**src/rtl/core_sram_arbiter.sv**
```systemverilog
// core_sram_arbiter: merges the RV32 core's fetch and data ports onto one
// single-ported synchronous SRAM (1-cycle read latency). Data has fixed
// priority; a streak counter guarantees a waiting fetch gets a slot after
// MAX_DATA_STREAK consecutive data grants. Accesses outside the two valid
// regions (addr[31:24] == 8'h00 or 8'h80) never strobe the SRAM and return
// a one-cycle access fault instead.
module core_sram_arbiter #(
  parameter int SRAM_ADDR_WIDTH = 24,
  parameter int MAX_DATA_STREAK = 4
) (
  input  logic                       clock,
  input  logic                       RSTB,
  input  logic [31:0]                instruction_memoryAddress,
  input  logic                       instruction_memoryEnable,
  output logic [31:0]                instruction_memoryDataRead,
  output logic                       instruction_memoryBusy,
  output logic                       instruction_memoryAccessFault,
  input  logic [31:0]                data_memoryAddress,
  input  logic [3:0]                 data_memoryByteSelect,
  input  logic                       data_memoryEnable,
  input  logic                       data_memoryWriteEnable,
  input  logic [31:0]                data_memoryDataWrite,
  output logic [31:0]                data_memoryDataRead,
  output logic                       data_memoryBusy,
  output logic                       data_memoryAccessFault,
  output logic [SRAM_ADDR_WIDTH-1:0] sram_address,
  output logic [3:0]                 sram_byteSelect,
  output logic                       sram_enable,
  output logic                       sram_writeEnable,
  output logic [31:0]                sram_writeData,
  input  logic [31:0]                sram_readData
);

  localparam logic [3:0] STREAK_MAX = 4'(MAX_DATA_STREAK);

  logic        inst_region_ok, data_region_ok;
  logic        grant_inst, grant_data;
  logic [3:0]  streak_q, streak_d;

  // Response tracking: what was accepted last cycle and how to answer it.
  logic        rsp_valid_q, rsp_port_q, rsp_read_q, rsp_fault_q;
  logic [3:0]  rsp_be_q;

  // Held read-data and fault registers per port.
  logic [31:0] inst_rdata_q, data_rdata_q;
  logic        inst_fault_q, data_fault_q;

  logic        inst_rsp_live, data_rsp_live;
  logic [31:0] data_lane_mask;

  assign inst_region_ok = (instruction_memoryAddress[31:24] == 8'h00) ||
                          (instruction_memoryAddress[31:24] == 8'h80);
  assign data_region_ok = (data_memoryAddress[31:24] == 8'h00) ||
                          (data_memoryAddress[31:24] == 8'h80);

  // Fixed data priority, except a waiting fetch wins once the streak is full.
  always_comb begin
    grant_inst = 1'b0;
    grant_data = 1'b0;
    if (RSTB) begin
      if (data_memoryEnable && (!instruction_memoryEnable || streak_q != STREAK_MAX))
        grant_data = 1'b1;
      else if (instruction_memoryEnable)
        grant_inst = 1'b1;
    end
  end

  assign instruction_memoryBusy = instruction_memoryEnable && !grant_inst;
  assign data_memoryBusy        = data_memoryEnable && !grant_data;

  // Steer the granted port onto the SRAM; faulting requests never strobe it.
  always_comb begin
    sram_address     = '0;
    sram_byteSelect  = 4'b0000;
    sram_enable      = 1'b0;
    sram_writeEnable = 1'b0;
    if (grant_data) begin
      sram_address     = data_memoryAddress[SRAM_ADDR_WIDTH-1:0];
      sram_byteSelect  = data_memoryByteSelect;
      sram_enable      = data_region_ok;
      sram_writeEnable = data_memoryWriteEnable && data_region_ok;
    end else if (grant_inst) begin
      sram_address     = instruction_memoryAddress[SRAM_ADDR_WIDTH-1:0];
      sram_byteSelect  = 4'b1111;
      sram_enable      = inst_region_ok;
    end
  end

  assign sram_writeData = data_memoryDataWrite;

  // Count data grants taken while a fetch is waiting; any other cycle clears.
  always_comb begin
    streak_d = 4'd0;
    if (grant_data && instruction_memoryEnable && streak_q < STREAK_MAX)
      streak_d = streak_q + 4'd1;
  end

  // Byte-lane mask for data read returns; unselected lanes read as zero.
  always_comb begin
    data_lane_mask = '0;
    for (int k = 0; k < 4; k++)
      data_lane_mask[8*k +: 8] = {8{rsp_be_q[k]}};
  end

  // A valid read answered this cycle passes SRAM data straight through, so
  // the port sees it exactly one cycle after acceptance. Held off in reset
  // so a response pending at reset is never delivered.
  assign inst_rsp_live = RSTB && rsp_valid_q && !rsp_port_q && rsp_read_q && !rsp_fault_q;
  assign data_rsp_live = RSTB && rsp_valid_q &&  rsp_port_q && rsp_read_q && !rsp_fault_q;

  assign instruction_memoryDataRead = inst_rsp_live ? sram_readData : inst_rdata_q;
  assign data_memoryDataRead        = data_rsp_live ? (sram_readData & data_lane_mask)
                                                    : data_rdata_q;
  assign instruction_memoryAccessFault = inst_fault_q;
  assign data_memoryAccessFault        = data_fault_q;

  // Streak counter state.
  always_ff @(posedge clock) begin
    if (!RSTB) streak_q <= 4'd0;
    else       streak_q <= streak_d;
  end

  // Capture the accepted request so next cycle knows whom to answer and how.
  always_ff @(posedge clock) begin
    if (!RSTB) begin
      rsp_valid_q <= 1'b0;
      rsp_port_q  <= 1'b0;
      rsp_read_q  <= 1'b0;
      rsp_fault_q <= 1'b0;
      rsp_be_q    <= 4'b0000;
    end else begin
      rsp_valid_q <= grant_inst || grant_data;
      rsp_port_q  <= grant_data;
      rsp_read_q  <= grant_inst || !data_memoryWriteEnable;
      rsp_fault_q <= grant_data ? !data_region_ok : !inst_region_ok;
      rsp_be_q    <= grant_data ? data_memoryByteSelect : 4'b1111;
    end
  end

  // Fault flags: one-cycle pulse on the owning port after a faulting accept.
  always_ff @(posedge clock) begin
    if (!RSTB) begin
      inst_fault_q <= 1'b0;
      data_fault_q <= 1'b0;
    end else begin
      inst_fault_q <= grant_inst && !inst_region_ok;
      data_fault_q <= grant_data && !data_region_ok;
    end
  end

  // Held fetch data: latch the live read; a fault accept zeroes it.
  always_ff @(posedge clock) begin
    if (!RSTB) begin
      inst_rdata_q <= '0;
    end else if (grant_inst && !inst_region_ok) begin
      inst_rdata_q <= '0;
    end else if (inst_rsp_live) begin
      inst_rdata_q <= sram_readData;
    end
  end

  // Held data-port data: latch the masked read; faults and writes zero it.
  always_ff @(posedge clock) begin
    if (!RSTB) begin
      data_rdata_q <= '0;
    end else if (grant_data && (!data_region_ok || data_memoryWriteEnable)) begin
      data_rdata_q <= '0;
    end else if (data_rsp_live) begin
      data_rdata_q <= sram_readData & data_lane_mask;
    end
  end

endmodule

```
**config.mk**
```make
export PLATFORM = sky130hd
export DESIGN_NAME = core_sram_arbiter
export DESIGN_NICKNAME = d
export VERILOG_FILES = /design/src/rtl/core_sram_arbiter.sv
export SDC_FILE = /design/constraint.sdc
export NUM_CORES = 1
export LEC_CHECK = 0
export BUFFER_PORTS_ARGS = -buffer_cell sky130_fd_sc_hd__buf_2
export CAP_MARGIN = 30
export CELL_PAD_IN_SITES_DETAIL_PLACEMENT = 1
export CELL_PAD_IN_SITES_GLOBAL_PLACEMENT = 1
export CORE_AREA = 2 2 119 121
export DETAILED_ROUTE_END_ITERATION = 7
export DIE_AREA = 0 0 121 123
export PLACE_DENSITY = 0.83
export SLEW_MARGIN = 30
export SYNTH_ARGS = -nofsm -noshare
export SYNTH_HDL_FRONTEND = slang
export SYNTH_SLANG_ARGS = --single-unit
```
**constraint.sdc**
```tcl
create_clock -name clock -period 3.7 [get_ports clock]
set_clock_uncertainty 0.05 [all_clocks]
set_input_delay 0.37 -clock clock [delete_from_list [all_inputs] [get_ports clock]]
set_output_delay 0.37 -clock clock [all_outputs]
set_load 0.1 [all_outputs]
```
## After elaboration in Yosys (flattened, before gate mapping)

Index checks and enable logic that the tools add are counted.

| operators by class | value |
|---|---|
| shifts and indexed selects | 0 |
| $add $sub $neg | 1 |
| divide/modulo/power cells | 0 |
| bitwise logic cells | 2 |
| equality and inequality tests | 3 |
| reduce and logical (&&, ||, !) cells | 35 |
| muxes and demuxes | 16 |
| multipliers | 0 |
| magnitude comparators | 1 |

Operators by type and width:

| operator | number |
|---|---|
| $mux 32 | 2 |
| $mux 24 | 2 |
| $and 32x32->32 | 1 |
| $eq 8x8->1 const B | 2 |
| $logic_and 1x1->1 | 16 |
| $logic_not 8->1 | 2 |
| $mux 4 | 3 |
| $mux 1 | 9 |
| $logic_not 1->1 | 8 |
| $logic_or 1x1->1 | 6 |
| $add 4x1->4 const B | 1 |
| $lt 4x3->1 const B | 1 |
| $ne 4x3->1 const B | 1 |
| $reduce_or 2->1 | 2 |
| $reduce_and 2->1 | 1 |
| $not 1->1 | 1 |

| word-level totals | value |
|---|---|
| memories | 0 |
| input bits | 137 |
| output and inout port bits | 130 |
| latch bits | 0 |
| flip-flop bits (word level) | 78 |
| bits in writable memories | 0 |
| memory bits (read-only) | 0 |
| word-level logic and storage cells | 68 |

## Logic depth before layout (Yosys ltp)

| depth | value |
|---|---|
| word-level depth | 8 |
| mapped depth | 7 |
| mapped depth without buffers | 5 |

## Least setup slack after synthesis

Ideal clock, no wire load.

| path | value |
|---|---|
| path type | register to output |
| start | register streak_q[0] |
| end | output port instruction_memoryBusy |
| cell stages (with the launch flop) | 7 |
| required time | 3.280 ns |
| path buffers | 1 |
| arrival | 3.280 ns |
| slack | 0.000 ns |
| cells stage by stage | dfxtp_1 -> inv_1 -> ha_1 -> and4b_1 -> clkbuf_1 -> nand2b_1 -> a21boi_0 |

| between the ends | value |
|---|---|
| word-level cells in the longest chain between the ends | 7 |

RTL lines:

| item | line | text |
|---|---|---|
| start, declared | 38 | `logic [3:0] streak_q, streak_d;` |
| start signal, assigned | 120 | `else streak_q <= streak_d;` |
| $ne 4x3->1 | 61 | `if (data_memoryEnable && (!instruction_memoryEnable \|\| streak_q != STREAK_MAX))` |
| $logic_or 1x1->1 | 61 |  |
| $logic_and 1x1->1 | 61 |  |
| $mux 1 | 61 |  |
| $mux 1 | 60 | `if (RSTB) begin` |
| $logic_not 1->1 | 68 | `assign instruction_memoryBusy = instruction_memoryEnable && !grant_inst;` |
| $logic_and 1x1->1 | 68 |  |
| end, declared | 16 | `output logic instruction_memoryBusy,` |

Every way passes these cells.

## Worst setup path in the final report

| path | value |
|---|---|
| start | register streak_q[0] |
| end | output port sram_address[11] |

| between the ends | value |
|---|---|
| word-level cells in the longest chain between the ends | 7 |
| elaborated cells on any way between the ends | 9 |
| those cells by class | eq/ne: 1; mux: 6; reduce/logical: 2 |

RTL lines:

| item | line | text |
|---|---|---|
| $ne 4x3->1 * | 61 |  |
| $logic_or 1x1->1 * | 61 |  |
| $logic_and 1x1->1 * | 61 |  |
| $mux 1 | 61 |  |
| $mux 1 | 60 |  |
| $mux 24 | 82 | `end else if (grant_inst) begin` |
| $mux 24 * | 77 | `if (grant_data) begin` |
| end, declared | 26 | `output logic [SRAM_ADDR_WIDTH-1:0] sram_address,` |

Mark *: on every way between the ends. The rest lies on a longest branch, timed or not.

==> key figures <==
Layout
  • Antenna diode count: 0
  • Most frequent cells in the layout: buf_2 (200), dfxtp_1 (77), nand2_1 (65)
  • Final core occ: approximately two fifths
  • Final instance area: 5410 µm²
  • Most common cell after layout, fill and taps aside: buf_2
  • Synth-to-Final Area Change: 26.1%
  • Final nets: 773
  • Share of layout cells above drive strength 1: between 40% and 50%
  • Filler cell count: roughly 1700

Routing
  • DR iter-0 viols: 217
  • DR pass1 iterations: 4
  • Drt wl/cell: 19.5 µm
  • Final wirelength: 15.9 mm
  • DRC Markers: 0
  • DR vias: around 4600
  • Number of routed nets with antenna violations: 0
  • Vias per cell: 5.56

Clock network
  • CTS sink count: 78
  • Root buffer selected by CTS: clkbuf_16
  • CTS Hold Bufs: 0
  • H-tree depth: 3
  • CTS tree: done
  • Max Root-Sink Buffers: 2
  • CTS Buf Count: 9
  • Clock latency on the worst-skew pair: 330 ps
  • PostCTS Resize Cnt: 0
  • Setup repair bufs after CTS: 0
  • Worst-path clk slew: 60 ps

Power
  • VDD IR max: just under 0.2 mV
  • Leakage: 2.59 nW
  • Pwr per Cell Area: 418 nW/µm²

Timing
  • Worst slew pin tran: 984 ps
  • RSZ-0062 raised after global routing: no
  • # setup viols final: 0
  • Worst Hold Margin: 198 ps
  • Final min period: 2800 ps
  • Final TNS setup: 0 ps
  • Final hold violations: 0
  • Max Transition Viols Final: 0
  • Maximum clock rate: between 0.3 and 0.4 GHz
  • Max_slew headroom: between 30% and 40%
  • Period Utilization, post-route: 75.5%

Yosys
  • Syn_nets: 641
  • Sequential element share of the synthesized area: 36.4%
  • Cell taking the most area after synthesis: dfxtp_1
  • Synth top area share: 36.4%
  • Mapped Cells: 502
  • Largest cells by area after synthesis: dfxtp_1 (36%), a221oi_2 (10%), o21ai_0 (7.5%), a221oi_1 (7.1%), nand2_1 (5.7%)
  • Syn. warnings: 0
  • Library cells used by synthesis: 37
  • Avg Cell Area, Syn: between 8 and 9 µm²
  • Seq cells post-synth: 78
  • Mapped cell area: 4290 µm²

Global routing
  • Antenna violations before repair: 0
  • Total congestion overflow: 0
  • GRT Util Overall: 20.9%
  • Vias in the first global route: 4683
  • First-pass GRT wire length: 24.3 mm
  • Largest net degree at the start of global routing: 78

Flow run
  • Max-cap violations: 0

Die
  • Die height: 123 µm
  • Die Span X: about 120 µm
  • Core area: 13600 µm²
  • Site Rows: 43
  • Initial core utilization: 31.5%
  • # IOs: ~270
  • Full die area: 14900 µm²

Critical path
  • Crit Path Max Fanout: 28
  • Crit path capture type: output port
  • Startpoint class of the critical path: register
  • Critical path class: register to output port
  • Worst EP required: approximately 3300 ps
  • Worst Path Arrival: 2380 ps

Placement
  • Placer congestion estimate: 0.808
  • Dpl hpwl: 11.5 mm
  • PortBufs: 200
  • DP Area: approximately 5000 µm²

Hold path
  • HP Class: primary input to register

Status
  • Status: completed
-- logic make-up (layout without fill, tap and decap cells) --
kind of cell	count (synthesis)	count (layout)	synth area share [%]
buffers and inverters	97	234	13.2
flip-flops	78	78	36.4
AND/OR/NAND/NOR	167	167	19.3
adder cells (fa/ha/maj)	2	2	0.583
other	1	1	0.0874
AO/OA/AOI/OAI	157	157	30.5
-- worst max-delay path, stage by stage (launching register included) --
cell and delay (ps):
dfxtp_1 360, inv_1 60, ha_1 210, and4b_1 300, nor3_2 160, buf_4 310, a22o_1 200, buf_2 430
-- through the flow --
| step | worst slack [ps] | power, mW | std cells |
|---|---|---|---|
| 4_1_cts | 887 | 2.28 | 819 |
| 3_5_place_dp | 939 | 1.31 | 803 |
| 3_3_place_gp | 952 | 1.31 | 803 |
| 5_1_grt | 751 | 2.34 | 819 |
| 6_report | 905 | 2.26 | 819 |
| 2_1_floorplan | 210 | 1.35 | 502 |
-- synthesized netlist by cell type --
library cell / instances
dfxtp_1: 78
nand2_1: 65
o21ai_0: 64
clkbuf_1: 42
a221oi_1: 35
buf_4: 32
nand3_1: 32
nand4_1: 32
a221oi_2: 29
a22o_1: 25
nor2_1: 12
nor3_1: 9
buf_1: 4
buf_6: 4
clkbuf_2: 4
inv_1: 4
clkinv_1: 3
or4_1: 3
and4b_1: 2
buf_12: 2
ha_1: 2
nand2b_1: 2
nor4_1: 2
or3_1: 2
a211oi_1: 1
a21boi_0: 1
a21oi_1: 1
and2_2: 1
and3_1: 1
buf_2: 1
buf_8: 1
conb_1: 1
nand3b_1: 1
nand4b_1: 1
nor3_2: 1
o21bai_1: 1
or4_4: 1
-- worst paths after layout --
path	to	cells past startpoint	slack [ps]	startpoint
setup / recovery	sram_address[11]	7	900	streak_q[0]
hold reg to reg	streak_q[0]	1	410	streak_q[0]
hold / removal	rsp_read_q	2	200	data_memoryWriteEnable
setup reg to reg	inst_rdata_q[0]	6	1530	streak_q[0]
-- report_power, final --
part	switching (mW)	leakage (nW)	internal, mW
Combinational	0.342	1.80	0.0907
Clock	0.360	0.154	0.607
Sequential	0.0115	0.632	0.851
Total	0.713	2.59	1.55
-- sequential cells by signal (all words and copies together), names as in the netlist --
register / count
data_memoryAccessFault: 1
data_rdata_q: 32
inst_rdata_q: 32
instruction_memoryAccessFault: 1
rsp_be_q: 4
rsp_fault_q: 1
rsp_port_q: 1
rsp_read_q: 1
rsp_valid_q: 1
streak_q: 4
-- layer usage --
metal  wire length [µm]  vias to the layer above  track usage, %
li1                   -                     2135               -
met1               6190                     2200            23.2
met2               8460                      194            38.6
met3                834                       28            3.27
met4                459                        0            10.5
met5                  0                        -               0
-- final cells by class --
class | count | area, µm² | area share (%)
clock buffers | 10 | 239 | 4.42
clock inverters | 6 | 85.1 | 1.57
inverters | 7 | 28.8 | 0.532
multi-input cells | 327 | 2180 | 40.4
flip-flops and latches | 78 | 1560 | 28.9
well taps | 180 | 225 | 4.17
repair buffers | 211 | 1080 | 20.0
(Power assumes the default switching activity.)
